==> config.mk <==
export PLATFORM = sky130hd
export DESIGN_NAME = pl_hazard_ctrl
export DESIGN_NICKNAME = d
export VERILOG_FILES = /design/src/rtl/cpu_types_pkg.sv /design/src/rtl/pl_sat_cnt.sv /design/src/rtl/pl_hazard_ctrl.sv
export SDC_FILE = /design/constraint.sdc
export NUM_CORES = 1
export LEC_CHECK = 0
export CORE_MARGIN = 4
export CORE_UTILIZATION = 30
export CTS_BUF_LIST = sky130_fd_sc_hd__clkbuf_4 sky130_fd_sc_hd__clkbuf_8 sky130_fd_sc_hd__clkbuf_16
export CTS_CLUSTER_SIZE = 25
export DETAILED_ROUTE_END_ITERATION = 12
export DONT_BUFFER_PORTS = 1
export GPL_TIMING_DRIVEN = 0
export MAX_ROUTING_LAYER = met4
export SYNTH_ARGS = -nofsm -noshare
export SYNTH_HDL_FRONTEND = slang
export SYNTH_HIERARCHICAL = 1
export SYNTH_SLANG_ARGS = --single-unit
export TNS_END_PERCENT = 5
==> constraint.sdc <==
create_clock -name CLK -period 2.6 [get_ports CLK]
set_input_delay 0.26 -clock CLK [delete_from_list [all_inputs] [get_ports CLK]]
set_output_delay 0.26 -clock CLK [all_outputs]
set_load 0.05 [all_outputs]
==> src/rtl/cpu_types_pkg.sv <==
// Shared types for the 5-stage core: register index, hazard-controller state
// and the latch-control bundles driven by the sequencing controller.
package cpu_types_pkg;

  typedef logic [4:0] regbits_t;

  typedef enum logic [1:0] {
    RUN   = 2'd0,
    DWAIT = 2'd1,
    HALT  = 2'd2
  } hz_state_t;

  typedef struct packed {
    logic pc;
    logic ifid;
    logic idex;
    logic exmem;
    logic memwb;
  } hz_wen_t;

  typedef struct packed {
    logic ifid;
    logic idex;
    logic exmem;
  } hz_flush_t;

  localparam hz_wen_t   HZ_WEN_ALL  = '{pc: 1'b1, ifid: 1'b1, idex: 1'b1, exmem: 1'b1, memwb: 1'b1};
  localparam hz_wen_t   HZ_WEN_NONE = '{pc: 1'b0, ifid: 1'b0, idex: 1'b0, exmem: 1'b0, memwb: 1'b0};
  localparam hz_flush_t HZ_FLUSH_NONE = '{ifid: 1'b0, idex: 1'b0, exmem: 1'b0};

endpackage

==> src/rtl/pl_sat_cnt.sv <==
// Saturating up-counter with synchronous clear; holds at all-ones.
module pl_sat_cnt #(
  parameter int CNT_W = 16
) (
  input  logic             clk,
  input  logic             rst_n,
  input  logic             i_inc,
  input  logic             i_clear,
  output logic [CNT_W-1:0] o_cnt
);

  logic [CNT_W-1:0] r_cnt;
  logic [CNT_W-1:0] w_one;

  assign w_one = {{(CNT_W-1){1'b0}}, 1'b1};

  always_ff @(posedge clk or negedge rst_n) begin
    if (!rst_n)                      r_cnt <= '0;
    else if (i_clear)                r_cnt <= '0;
    else if (i_inc && (r_cnt != '1)) r_cnt <= r_cnt + w_one;
  end

  assign o_cnt = r_cnt;

endmodule

==> src/rtl/pl_hazard_ctrl.sv <==
// Pipeline sequencing controller: latch enables/flushes and PC enable from
// I-miss, D-miss, load-use, redirect and halt, plus saturating perf counters.
module pl_hazard_ctrl
  import cpu_types_pkg::*;
#(
  parameter int CNT_W = 16
) (
  input  logic             CLK,
  input  logic             nRST,
  input  logic             ihit,
  input  logic             dhit,
  input  logic             mem_dren,
  input  logic             mem_dwen,
  input  logic             idex_dren,
  input  regbits_t         idex_rt,
  input  regbits_t         ifid_rs,
  input  regbits_t         ifid_rt,
  input  logic             ex_redirect,
  input  logic             wb_halt,
  output logic             pc_wen,
  output logic             ifid_wen,
  output logic             idex_wen,
  output logic             exmem_wen,
  output logic             memwb_wen,
  output logic             ifid_flush,
  output logic             idex_flush,
  output logic             exmem_flush,
  output logic [1:0]       state,
  output logic             halted,
  output logic [CNT_W-1:0] stall_cnt,
  output logic [CNT_W-1:0] flush_cnt
);

  hz_state_t r_state, w_nxt;
  logic      r_halted;
  logic      w_dstall, w_lu, w_halt_dec, w_redir_take;
  hz_wen_t   w_wen;
  hz_flush_t w_flush;

  assign w_dstall   = (mem_dren | mem_dwen) & ~dhit;
  assign w_lu       = idex_dren & (idex_rt != '0) &
                      ((idex_rt == ifid_rs) | (idex_rt == ifid_rt));
  assign w_halt_dec = (r_state == HALT) | wb_halt;

  // Leaving DWAIT keys off the stall clearing, so a dropped request can't strand us.
  always_comb begin
    w_nxt = r_state;
    if (w_halt_dec)                          w_nxt = HALT;
    else if ((r_state == RUN) && w_dstall)   w_nxt = DWAIT;
    else if ((r_state == DWAIT) && !w_dstall) w_nxt = RUN;
  end

  always_ff @(posedge CLK or negedge nRST) begin
    if (!nRST) begin
      r_state  <= RUN;
      r_halted <= 1'b0;
    end else begin
      r_state  <= w_nxt;
      r_halted <= r_halted | (w_nxt == HALT);
    end
  end

  // Priority decode: halt > D-miss > redirect > load-use > I-miss > run.
  always_comb begin
    w_wen        = HZ_WEN_ALL;
    w_flush      = HZ_FLUSH_NONE;
    w_redir_take = 1'b0;
    if (w_halt_dec) begin
      w_wen = HZ_WEN_NONE;
    end else if (w_dstall) begin
      w_wen = HZ_WEN_NONE;
    end else if (ex_redirect) begin
      w_flush.ifid = 1'b1;
      w_flush.idex = 1'b1;
      w_redir_take = 1'b1;
    end else if (w_lu) begin
      w_wen.pc     = 1'b0;
      w_wen.ifid   = 1'b0;
      w_flush.idex = 1'b1;
    end else if (!ihit) begin
      w_wen.pc     = 1'b0;
      w_flush.ifid = 1'b1;
    end
  end

  assign pc_wen      = w_wen.pc;
  assign ifid_wen    = w_wen.ifid;
  assign idex_wen    = w_wen.idex;
  assign exmem_wen   = w_wen.exmem;
  assign memwb_wen   = w_wen.memwb;
  assign ifid_flush  = w_flush.ifid;
  assign idex_flush  = w_flush.idex;
  assign exmem_flush = w_flush.exmem;
  assign state       = r_state;
  assign halted      = r_halted;

  pl_sat_cnt #(.CNT_W(CNT_W)) u_stall_cnt (
    .clk     (CLK),
    .rst_n   (nRST),
    .i_inc   (~w_wen.pc & (r_state != HALT)),
    .i_clear (1'b0),
    .o_cnt   (stall_cnt)
  );

  pl_sat_cnt #(.CNT_W(CNT_W)) u_flush_cnt (
    .clk     (CLK),
    .rst_n   (nRST),
    .i_inc   (w_redir_take),
    .i_clear (1'b0),
    .o_cnt   (flush_cnt)
  );

endmodule

==> flow_summary.json, run 1 <==
{
  "path_class": "register to register",
  "powerDensity_nw_per_um2": 382.3,
  "yosys_warnings": 6,
  "clk_latency_ns": 0.28,
  "finClkSkew_ns": 0.002973,
  "peakVddDrop_v": 0.0001801,
  "period_share": 1.041,
  "r2r_end": "u_flush_cnt/o_cnt[2]$_DFFE_PN0P_",
  "viasPerCell": 5.632,
  "synth_seq_cells": 35,
  "die_y_um": 94.57,
  "numCtsBuffers": 5,
  "clock.fmax_mhz": 369.3,
  "reg2reg_depth": 7,
  "drt_wl_total_mm": 6.208,
  "antenna_found_initial": 0,
  "track_usage": 0.1397,
  "fin_util": 0.3821,
  "grt_start_max_net_pins": 36,
  "ys_async_sr_fraction": 1.000,
  "rows": 31,
  "n_fill_cell": 724,
  "drc": 0,
  "tightest_slew_ns": 0.8735,
  "tns_ns": -0.8561,
  "pre_cts_ws_ns": -0.5662,
  "ys_types": 43,
  "violations": "negative setup slack",
  "fp.dieW_um": 94.57,
  "setup_violations": 14,
  "r2r_setup_slack_ns": -0.11,
  "vias": 2005,
  "initial_utilization": 0.3100,
  "wl_per_cell_um": 17.44,
  "relSlewSlack": 0.4133,
  "overflow": 0,
  "cp-end-kind": "register",
  "critPathMaxFanout": 8,
  "syn_area_um2": 2248,
  "cts_tree": "done",
  "io_buffers": 0,
  "io_pins": 67,
  "clk_pin_slew_ns": 0.07,
  "clock_path_buffers": 2,
  "area_delta_synth_final_pct": 23.26,
  "fin_ws_ns": -0.1077,
  "maxCapViolations": 0,
  "fin_hold_ws_ns": 0.03170,
  "cts.htree.levels": 2,
  "crit_required_ns": 2.81,
  "grt_pass1_wl_mm": 9.680,
  "finalHoldViolCount": 0,
  "ys_seq_area_frac": 0.3895,
  "fp.coreArea_um2": 7253,
  "n_antenna_cell": 0,
  "syn-instance-count": 241,
  "startpoint": "state[0]$_DFF_PN0_",
  "min_path_type": "input pin to register",
  "layout-drive-gt1-share": 0.2879,
  "dieArea_um2": 8943,
  "status": "complete, but fails checks",
  "p_total_uw": 1060,
  "maxSlewViolCount": 0,
  "syn_avg_cell_area_um2": 9.329,
  "cts.sinks": 35,
  "synth_edf_count": 0,
  "dp_hpwl_mm": 4.085,
  "layout_min_cycle_time_ns": 2.708,
  "grt_pass1_vias": 1933,
  "synth-main-ff-cell": "dfrtp_1",
  "rsz0062_at_grt": "yes",
  "fin_nets": 282,
  "clock-root-buffer": "clkbuf_8",
  "firstDrtPassIters": 4,
  "cp.arrival_ns": 2.92,
  "p_leak_uw": 0.001034,
  "cp-start-kind": "register",
  "globalplace.congestion": 0.8299,
  "drtIter0Drc": 65,
  "ant_nets": 0,
  "crit_path_end": "u_flush_cnt/o_cnt[2]$_DFFE_PN0P_",
  "timing.rr.start": "state[0]$_DFF_PN0_"
}
==> cell families after synthesis <==
family,share of synthesized area
muxes,0.04452
AOI/OAI and AO/OA,0.1658
other,0.001668
buffers and inverters,0.04508
adders and majority gates,0.01113
and+or+nand+nor,0.3033
DFF,0.3895
xor gates and xnor gates,0.03895
==> how the worst min path moves through the flow <==
stage	startpoint	endpoint	slack (ns)	cells after the start
global placement	nRST	u_flush_cnt/o_cnt[3]$_DFFE_PN0P_	-0.03	0
CTS	wb_halt	state[0]$_DFF_PN0_	0.02	1
floorplan	nRST	halted$_DFF_PN0_	-0.04	0
detailed placement	nRST	u_flush_cnt/o_cnt[3]$_DFFE_PN0P_	-0.03	0
finish	wb_halt	state[0]$_DFF_PN0_	0.03	1
global route	wb_halt	state[0]$_DFF_PN0_	0.02	1
==> where the power goes <==
part	leakage [uW]	total, uW	internal [uW]	switching [uW]
Sequential	0.000475	544	544	0.000000000127
Combinational	0.000504	65.6	24.3	41.3
Clock	0.0000549	450	253	197
Total	0.00103	1060	821	239
==> cells in the mapped netlist (2+ instances only) <==
library cell	n	area, um^2
nand4_2	2	25.02
nor2b_1	8	50.05
or3_1	5	31.28
o211ai_2	2	25.02
nand3_1	8	40.04
a21o_1	2	15.01
inv_1	7	26.28
nor4_4	2	42.54
nor2_1	10	37.54
a211oi_2	2	25.02
or4_2	4	35.03
a21oi_1	25	125.1
nand2_1	15	56.30
nand3b_1	2	15.01
or4_1	10	75.07
and3_1	4	25.02
ha_1	2	25.02
and4_2	4	40.04
buf_6	2	22.52
xnor2_1	10	87.58
nor3_1	3	15.01
clkbuf_1	8	30.03
mux2_1	8	90.09
o31ai_1	14	105.1
nor4_1	9	56.30
dfrtp_1	35	875.8
buf_4	3	22.52
or3_2	2	15.01
nand4_1	12	75.07
o21ai_1	6	30.03
o21ai_0	3	15.01
==> flip-flops by register name (all words and copies together), names as in the netlist <==
register,count
u_flush_cnt/o_cnt,16
u_stall_cnt/o_cnt,16
state,2
halted,1
==> per-stage QoR <==
step | std cells | cell area [um^2]
floorplan | 245 | 2288
global placement | 344 | 2412
detailed placement | 344 | 2412
global route | 356 | 2771
CTS | 356 | 2710
finish | 356 | 2771
==> layout by cell type (no fill, tap or decap), types with 3 or more instances in the layout <==
| cell | synthesis | final |
|---|---|---|
| dfrtp_1 | 35 | 32 |
| a21oi_1 | 25 | 18 |
| nand2_1 | 15 | 15 |
| nand4_1 | 12 | 12 |
| xnor2_1 | 10 | 10 |
| nor2_1 | 10 | 10 |
| o31ai_1 | 14 | 9 |
| or4_1 | 10 | 9 |
| o21ai_1 | 6 | 8 |
| clkbuf_8 | 0 | 8 |
| nor2b_1 | 8 | 8 |
| nand3_1 | 8 | 7 |
| nor4_1 | 9 | 5 |
| or3_1 | 5 | 5 |
| a21oi_2 | 0 | 5 |
| inv_1 | 7 | 5 |
| buf_4 | 3 | 5 |
| conb_1 | 1 | 5 |
| nor4_4 | 2 | 5 |
| o31ai_2 | 0 | 5 |
| mux2_1 | 8 | 5 |
| or4_4 | 1 | 4 |
| clkbuf_1 | 8 | 4 |
| and4_2 | 4 | 4 |
| and3_1 | 4 | 4 |
| dfrtp_2 | 0 | 3 |
| buf_6 | 2 | 3 |
| mux2_4 | 0 | 3 |
==> what timing repair did <==
action / CTS / global route
buffers inserted: 2 / 0
resized for setup: 31 / 19
hold endpoints to repair: 35 / 0
endpoints found under the setup margin: 32 / 31
pin swaps: 11 / 6
hold buffers: 2 / 0
gates cloned: 1 / 0
==> per-layer routing <==
metal	share of wire	wire length, um	up-vias	track usage
li1	-	-	939	-
met1	0.43	2654	989	0.1692
met2	0.50	3084	69	0.2311
met3	0.064	400	8	0.04064
met4	0.011	69	0	0.03125
met5	0	0	-	-
==> critical path, stage by stage, from the launching register on <==
cell and delay, ns:
dfrtp_2 0.53, and2b_2 0.29, nor3_4 0.66, and2_4 0.33
inv_4 0.06, clkbuf_16 0.16, or4_4 0.48, a21oi_2 0.12
==> layout make-up <==
class | count | area, um^2 | area share
inverter | 7 | 33.78 | 0.01219
tap | 99 | 123.9 | 0.04470
sequential | 35 | 879.6 | 0.3174
buffer | 12 | 110.1 | 0.03973
clock buffer | 8 | 103.9 | 0.03747
timing repair buffer | 5 | 60.06 | 0.02167
multi-input combinational | 190 | 1460 | 0.5269
(Power assumes the default switching activity.)
==> inputs of run 2 (changes only) <==
--- a/config.mk
+++ b/config.mk
@@ -5,6 +5,7 @@
 export SDC_FILE = /design/constraint.sdc
 export NUM_CORES = 1
 export LEC_CHECK = 0
+export CAP_MARGIN = 40
 export CORE_MARGIN = 4
 export CORE_UTILIZATION = 30
 export CTS_BUF_LIST = sky130_fd_sc_hd__clkbuf_4 sky130_fd_sc_hd__clkbuf_8 sky130_fd_sc_hd__clkbuf_16
==> run 2 against run 1 <==
  * The flow still finishes with violations (negative setup slack)
  * Core utilization is 1.2 points lower
  * Setup slack better by 0.082 ns
  * Die area stayed put
  * Worst hold slack better by 0.0074 ns
  * Clock-buffer cell count stayed put
  * Critical endpoint is now u_flush_cnt/o_cnt[10]$_DFFE_PN0P_
  * Largest cell class unchanged
  * Largest power group unchanged
  * Highest routed layer unchanged
==> flow_summary.json, run 2 (same netlist as run 1, synthesis figures left out) <==
{
  "finalHoldViolCount": 0,
  "clk_latency_ns": 0.28,
  "grt_pass1_wl_mm": 9.197,
  "maxSlewViolCount": 0,
  "wl_per_cell_um": 16.32,
  "dp_hpwl_mm": 4.091,
  "relSlewSlack": 0.4748,
  "cts_tree": "done",
  "path_buf_inv": 1,
  "io_pins": 67,
  "fp.coreArea_um2": 7253,
  "clock-root-buffer": "clkbuf_8",
  "path_class": "register to register",
  "maxCapViolations": 0,
  "cp-start-kind": "register",
  "area_delta_synth_final_pct": 19.37,
  "status": "complete, but fails checks",
  "violations": "negative setup slack",
  "critPathMaxFanout": 13,
  "cp_cell_sequence": "and2b_2 -> nor3_4 -> and2_4 -> inv_6 -> or4_1 -> a21oi_2",
  "vias": 1961,
  "fin_nets": 283,
  "clock_path_buffers": 2,
  "overflow": 0,
  "finClkSkew_ns": 0.004535,
  "ant_nets": 0,
  "globalplace.congestion": 0.8299,
  "min_path_type": "input pin to register",
  "crit_required_ns": 2.81,
  "tightest_slew_ns": 0.7820,
  "max_stage_delay_ns": 0.63,
  "numCtsBuffers": 5,
  "track_usage": 0.1327,
  "cp_slowest_cell": "nor3_4",
  "p_leak_uw": 0.001018,
  "initial_utilization": 0.3100,
  "rsz0062_at_grt": "yes",
  "startpoint": "state[0]$_DFF_PN0_",
  "cp.arrival_ns": 2.84,
  "grt_pass1_vias": 1874,
  "clk_pin_slew_ns": 0.07,
  "dieArea_um2": 8943,
  "layout_min_cycle_time_ns": 2.626,
  "viasPerCell": 5.493,
  "io_buffers": 0,
  "setup_violations": 2,
  "cts.htree.levels": 2,
  "grt_start_max_net_pins": 36,
  "cp-end-kind": "register",
  "cts.sinks": 35,
  "firstDrtPassIters": 4,
  "drtIter0Drc": 82,
  "clock.fmax_mhz": 380.8,
  "antenna_found_initial": 0,
  "pre_cts_ws_ns": -0.5345,
  "worstHoldStart": "wb_halt",
  "drc": 0,
  "fin_util": 0.3700,
  "drt_wl_total_mm": 5.828,
  "mostFrequentLayoutCells": "dfrtp_1, a21oi_1, nand2_1",
  "fin_ws_ns": -0.02615,
  "die_y_um": 94.57,
  "rows": 31,
  "fp.dieW_um": 94.57,
  "powerDensity_nw_per_um2": 391.1,
  "tns_ns": -0.04158,
  "peakVddDrop_v": 0.0001694,
  "n_antenna_cell": 0,
  "final_common_cell": "dfrtp_1",
  "timing.rr.start": "state[0]$_DFF_PN0_",
  "period_share": 1.010,
  "layout-drive-gt1-share": 0.2752,
  "critical_path.top_delay_family": "simple AND/OR/NAND/NOR gates"
}
## run 2: changes by cell type in the layout (fill, tap and decap cells not counted), sizes merged
| cell | previous run | this run |
|---|---|---|
| clkbuf | 14 | 12 |
| buf | 10 | 13 |
## run 2: cell type report
class | count | area [um^2]
buffer | 11 | 76.32
clock buffer | 8 | 103.9
fill | 741 | 4569
inverter | 7 | 33.78
multi-input combinational | 190 | 1398
sequential | 35 | 880.8
tap | 99 | 123.9
timing repair buffer | 7 | 67.56
## run 2: where the power goes
part,switching (uW),internal [uW]
logic,38.1,24.0
clock network,191,252
registers,0.000000000127,544
total,229,821
## run 2: path summary, 6_finish.rpt
kind                                                     end  slack (ns)  cells after the start
max                        u_flush_cnt/o_cnt[10]$_DFFE_PN0P_       -0.03                      6
min                                       state[0]$_DFF_PN0_        0.04                      1
max reg2reg                u_flush_cnt/o_cnt[10]$_DFFE_PN0P_       -0.03                      6
min reg2reg                               state[1]$_DFF_PN0_        0.73                      1
max in group asynchronous                 state[0]$_DFF_PN0_        1.97                      2
min in group asynchronous   u_flush_cnt/o_cnt[5]$_DFFE_PN0P_        0.44                      2
## run 2: per-stage QoR
step / cells / area (um^2) / hold WS, ns / total power, uW
finish: 357 / 2684 / 0.03914 / 1050
global route: 357 / 2684 / 0.01999 / 1094
CTS: 357 / 2584 / 0.02379 / 1064
detailed placement: 347 / 2435 / -0.03471 / 596.5
global placement: 344 / 2412 / -0.03475 / 595.4
floorplan: 245 / 2288 / -0.03559 / 593.6
## run 2: per-layer routing
metal | part of all wire | vias to the layer above | track usage
li1 | - | 946 | -
met1 | 0.42 | 958 | 0.1535
met2 | 0.50 | 55 | 0.2199
met3 | 0.075 | 2 | 0.04542
met4 | 0.0045 | 0 | 0.03606
met5 | 0 | - | -
## run 2: worst reg2reg max path, cell delays in order (launching register included)
cell	delay, ns
dfrtp_2	0.53
and2b_2	0.29
nor3_4	0.63
and2_4	0.34
inv_6	0.08
or4_1	0.55
a21oi_2	0.15
## run 2: what timing repair did
item / 4_1_cts / 5_1_grt
resized for setup: 7 / 28
buffers inserted: 2 / 0
pin swaps: 3 / 8
hold buffers: 2 / 0
setup endpoints to repair: 29 / 25
endpoints found under the hold margin: 35 / 0
==> inputs of run 3 (changes only) <==
--- a/config.mk
+++ b/config.mk
@@ -11,7 +11,6 @@
 export CTS_BUF_LIST = sky130_fd_sc_hd__clkbuf_4 sky130_fd_sc_hd__clkbuf_8 sky130_fd_sc_hd__clkbuf_16
 export CTS_CLUSTER_SIZE = 25
 export DETAILED_ROUTE_END_ITERATION = 12
-export DONT_BUFFER_PORTS = 1
 export GPL_TIMING_DRIVEN = 0
 export MAX_ROUTING_LAYER = met4
 export SYNTH_ARGS = -nofsm -noshare
==> constraint.sdc (replaced) <==
create_clock -name CLK -period 2.6 [get_ports CLK]
set_input_delay 0.26 -clock CLK [delete_from_list [all_inputs] [get_ports CLK]]
set_output_delay 0.26 -clock CLK [all_outputs]
set_load 0.005 [all_outputs]
==> run 3 against run 2 <==
  * The flow now finishes without violations
  * Via count rose by 12%
  * Die area did not move
  * Cell count grew 16%
  * Maximum frequency up 5.3%
  * Clock power fell by 8.4%
  * Worst hold slack improved by 0.014 ns
  * Non-clock buffer count is 59 higher
  * Critical path depth unchanged
  * Critical path type is now input pin to primary output
  * Largest cell class unchanged
==> flow_summary.json, run 3 (same netlist as run 1, synthesis figures left out) <==
{
  "finalHoldViolCount": 0,
  "grt_start_max_net_pins": 36,
  "overflow": 0,
  "drc": 0,
  "p_seq_frac": 0.520,
  "status": "completed",
  "firstDrtPassIters": 4,
  "initial_utilization": 0.3100,
  "maxSlewViolCount": 0,
  "relSlewSlack": 0.4723,
  "grt_pass1_vias": 2070,
  "vias": 2191,
  "cp-start-kind": "input pin",
  "io_buffers": 65,
  "p_leak_uw": 0.001223,
  "min_path_type": "input pin to async pin",
  "drt_wl_total_mm": 6.132,
  "hold_buffers": 0,
  "critPathMaxFanout": 3,
  "cp.arrival_ns": 2.23,
  "crit_required_ns": 2.34,
  "grt_pass1_wl_mm": 10.35,
  "setup_violations": 0,
  "die_y_um": 94.57,
  "path_buf_inv": 2,
  "clock.fmax_mhz": 401.2,
  "fp.coreArea_um2": 7253,
  "wl_per_cell_um": 14.78,
  "antenna_found_initial": 0,
  "pwr-share-comb": 0.092,
  "pre_cts_ws_ns": -0.3972,
  "p_sw_frac": 0.2343,
  "cp-end-kind": "primary output",
  "tightest_slew_ns": 0.7916,
  "critical_path.top_delay_family": "buffers and inverters",
  "numCtsBuffers": 5,
  "period_share": 0.9588,
  "path_class": "input pin to primary output",
  "cp_cell_sequence": "clkdlybuf4s50_1 -> or4_4 -> o21ai_4 -> nor2_1 -> a21boi_1 -> clkdlybuf4s50_1",
  "p_int_uw": 801.5,
  "postCtsSetupBuffers": 0,
  "globalplace.congestion": 0.8291,
  "fin_nets": 342,
  "track_usage": 0.1488,
  "mostFrequentLayoutCells": "clkdlybuf4s50_1, dfrtp_1, a21oi_1",
  "n_antenna_cell": 0,
  "p_total_uw": 1047,
  "rows": 31,
  "drtIter0Drc": 78,
  "cts_tree": "done",
  "cpMostUsedCell": "clkdlybuf4s50_1",
  "ant_nets": 0,
  "peakVddDrop_v": 0.0001832,
  "n_fill_cell": 736,
  "clock_path_buffers": 2,
  "area_delta_synth_final_pct": 40.01,
  "cts.sinks": 35,
  "final_common_cell": "clkdlybuf4s50_1",
  "powerDensity_nw_per_um2": 332.5,
  "layout-drive-gt1-share": 0.1234,
  "clock-root-buffer": "clkbuf_8",
  "cts.htree.levels": 2,
  "finClkSkew_ns": 0.003433,
  "dieArea_um2": 8943,
  "max_stage_delay_ns": 0.57,
  "clk_latency_ns": 0.28,
  "clk_pin_slew_ns": 0.07,
  "fin_ws_ns": 0.1072,
  "fp.dieW_um": 94.57,
  "maxCapViolations": 0,
  "cp_slowest_cell": "or4_4",
  "rsz0062_at_grt": "yes",
  "power_frac_clock": 0.388,
  "dp_hpwl_mm": 4.467,
  "power_switching_uw": 245.3,
  "layout_min_cycle_time_ns": 2.493,
  "io_pins": 67,
  "viasPerCell": 5.280
}
-- run 3: routing by layer --
layer / wire length [um] / up-vias / GRT usage
li1: - / 1064 / -
met2: 3016 / 64 / 0.2382
met4: 27 / 0 / 0.03966
met5: 0 / - / -
met3: 330 / 6 / 0.02789
met1: 2757 / 1057 / 0.1936
-- run 3: power groups by stage --
stage	Sequential (uW)	Clock (uW)	Combinational, uW
6_report	544	406	96.3
5_1_grt	544	449	108
4_1_cts	544	426	92.6
3_5_place_dp	555	0	90.8
3_3_place_gp	555	0	90.6
2_1_floorplan	555	0	35.5
-- run 3: repair_timing --
item	4_1_cts	5_1_grt
gates resized for setup	2	5
gates cloned	0	0
setup endpoints to repair	10	26
pin swaps	0	0
-- run 3: worst reg2reg max path, cell delays in order (launching register included) --
cell      delay [ns]
dfrtp_1         0.41
and2b_1         0.24
nor3_4          0.26
and2_2          0.26
inv_1           0.09
clkbuf_1        0.24
or4_2           0.69
a21oi_1         0.16
-- run 3: area by class of cell --
cell class / instances / area [um^2] / share of cell area
clock buffer: 6 / 82.58 / 0.02623
inverter: 7 / 26.28 / 0.008347
tap: 99 / 123.9 / 0.03935
sequential: 35 / 875.8 / 0.2782
buffer: 12 / 72.57 / 0.02305
clock inverter: 1 / 5.005 / 0.001590
timing repair buffer: 65 / 648.1 / 0.2059
multi-input combinational: 190 / 1314 / 0.4173
-- run 3: through the flow --
stage	TNS, ns	util	area, um^2	std cells	hold WS, ns
detailed placement	-6.881	0.4181	3033	409	0.4074
finish	0	0.4340	3148	415	0.05289
floorplan	0	-	2263	245	-0.03559
global placement	-6.647	0.4188	3038	409	0.4541
global route	-0.05541	0.4340	3148	415	0.1236
CTS	0	0.4313	3128	416	0.08911
-- run 3: path summary, 6_finish.rpt --
| kind | startpoint | end | slack, ns | cells past startpoint |
|---|---|---|---|---|
| min reg2reg | halted$_DFF_PN0_ | halted$_DFF_PN0_ | 0.48 | 1 |
| min in group CLK | halted$_DFF_PN0_ | halted$_DFF_PN0_ | 0.48 | 1 |
| max in group asynchronous | nRST | u_stall_cnt/o_cnt[4]$_DFFE_PN0P_ | 2.04 | 1 |
| min | nRST | u_flush_cnt/o_cnt[2]$_DFFE_PN0P_ | 0.05 | 1 |
| max | idex_rt[3] | ifid_wen | 0.11 | 6 |
| max reg2reg | state[1]$_DFF_PN0_ | u_flush_cnt/o_cnt[3]$_DFFE_PN0P_ | 0.18 | 7 |
==> edit, RTL diff (flow settings as in run 3) <==
`CNT_W` is set to 16 in 2 places; all go to 20.
--- a/src/rtl/pl_sat_cnt.sv
+++ b/src/rtl/pl_sat_cnt.sv
@@ -1,6 +1,6 @@
 // Saturating up-counter with synchronous clear; holds at all-ones.
 module pl_sat_cnt #(
-  parameter int CNT_W = 16
+  parameter int CNT_W = 20
 ) (
   input  logic             clk,
   input  logic             rst_n,
--- a/src/rtl/pl_hazard_ctrl.sv
+++ b/src/rtl/pl_hazard_ctrl.sv
@@ -3,7 +3,7 @@
 module pl_hazard_ctrl
   import cpu_types_pkg::*;
 #(
-  parameter int CNT_W = 16
+  parameter int CNT_W = 20
 ) (
   input  logic             CLK,
   input  logic             nRST,
Ports: changed (resized flush_cnt and stall_cnt); port bits go from 67 to 75. The function was not compared with the original's and may differ.
==> edit against run 3 <==
- hold slack gained 0.36 ns
- critical path type unchanged
- cell area grew 24%
- critical path depth is the same
- largest cell class unchanged
- setup slack gained 0.0011 ns
- wire length grew 24%
- sequential cell count grew 8
- total power grew 36%
- clock skew grew 0.0012 ns
- area after synthesis grew 24%
==> edit: results (changes against run 3) <==
metric	value	unit	change
place.gp.congestion	0.7892		-4.8%
yosys-top-cells-count	dfrtp_1 (43), a21oi_1 (31), nor2_1 (22)		
clk_latency	0.30	ns	+0.02 ns
status	complete, no violations		
synth_area_leaders	dfrtp_1 (39%), mux2_2 (5.7%), a21oi_1 (5.6%)		
worst_pin_slew	0.6098	ns	-0.1818 ns
vias_per_cell	5.313		+0.64%
layout-drive-gt1-share	0.1436		+0.02017
synth_xor_area_frac	0.03143		-0.007521
synth-seq-area-share	0.3862		-0.003368
r2r_setup_slack	0.14	ns	-0.04 ns
cpPeakStageDelay	0.57	ns	about the same
clock_skew	0.004644	ns	+0.001211 ns
synth_adder_area_share	0.008981		-0.002149
peakVddDrop	0.2335	mV	+27%
final_nets	415		+21%
r2r_end	u_flush_cnt/o_cnt[14]		
wl	7612	µm	+24%
grt_pass1_wl	12430	µm	+20%
leakage	1.603	nW	+31%
grt_max_degree	29		-19%
grt_pass1_vias	2488		+20%
crit_arrival	2.23	ns	about the same
clk_pin_slew_worst_paths	0.09	ns	+0.02 ns
hold_path_class	input port to async pin		
dp_hpwl	5507	µm	+23%
drt_iter0_drc	52		-33%
synth_compound_area_frac	0.1500		-0.01585
place_area	3682	µm²	+21%
grt_util_all_layers	0.1412		-0.007537
yosysWarnings	6		unchanged
muxShareOfSynthArea	0.07544		+0.03092
slowest_stage	or4_4		
synth_cell_types	45		+4.7%
async_reset_ff_frac	1.000		unchanged
port_buffers	73		+12%
edit: cell types whose count changed after synthesis, moves of 8 or more:
cell            run 3  this run
dfrtp_1            35        43
nor2b_1             8        16
and4_1              0         8
or3_1               5        13
mux2_2              0        14
nor2_1             10        22
edit: kinds of logic (layout without fill, tap and decap cells):
group           Yosys count  count (layout)
xor+xnor                 10              10
compound gates           66              66
fa+ha+maj                 2               2
other cells               1               5
flops                    43              43
buf+inv                  24             109
simple gates            136             136
mux                      19              19
edit: metal layers:
metal / part of all wire / vias up / GRT usage / wire (µm)
li1: - / 1284 / - / -
met1: 0.44 / 1295 / 0.1773 / 3387
met2: 0.50 / 55 / 0.2325 / 3837
met3: 0.036 / 12 / 0.03104 / 277
met4: 0.014 / 0 / 0.03324 / 109
met5: 0 / - / - / 0
edit: power by group:
group          internal, mW  leakage, nW      switching (mW)
sequential            0.668        0.591  0.0000000000000293
combinational        0.0576        0.948              0.0603
clock                 0.383       0.0644               0.255
edit: layout make-up:
type	count	area [µm²]
repair buffers	79	790.8
flip-flops and latches	43	1076
well taps	108	135.1
fillers	844	4974
multi-input cells	238	1673
inverters	7	26.28
plain buffers	15	80.08
clock inverters	3	67.56
clock buffers	5	68.82
edit: how the worst max path moves through the flow:
stage,startpoint,end,slack [ns],depth (start not counted)
floorplan,state[1],u_flush_cnt/o_cnt[15],0.14,8
global placement,idex_rt[2],u_stall_cnt/o_cnt[15],-0.59,10
detailed placement,idex_rt[2],u_stall_cnt/o_cnt[15],-0.60,10
CTS,dhit,u_flush_cnt/o_cnt[15],0.02,8
global route,idex_rt[3],u_stall_cnt/o_cnt[15],-0.02,9
finish,idex_rt[4],ifid_flush,0.11,6
edit: metrics by stage:
| step | std cells | worst slack [ns] | setup TNS (ns) | hold slack [ns] | util |
|---|---|---|---|---|---|
| after floorplan | 305 | 0.1434 | 0 | -0.03559 | - |
| after global placement | 486 | -0.5913 | -9.638 | 0.4582 | 0.4125 |
| after detailed placement | 487 | -0.6015 | -7.159 | 0.2161 | 0.4142 |
| after CTS | 494 | 0.02283 | 0 | 0.4156 | 0.4332 |
| after global routing | 498 | -0.01505 | -0.03396 | 0.4345 | 0.4406 |
| final | 498 | 0.1083 | 0 | 0.4087 | 0.4406 |
edit: what timing repair did:
| item | 4_1_cts | 5_1_grt |
|---|---|---|
| setup endpoints to repair | 7 | 13 |
| resized for setup | 6 | 7 |
| pin swaps | 0 | 6 |
| buffers inserted | 0 | 4 |
| hold endpoints to repair | 15 | 0 |
| hold buffers | 1 | 0 |
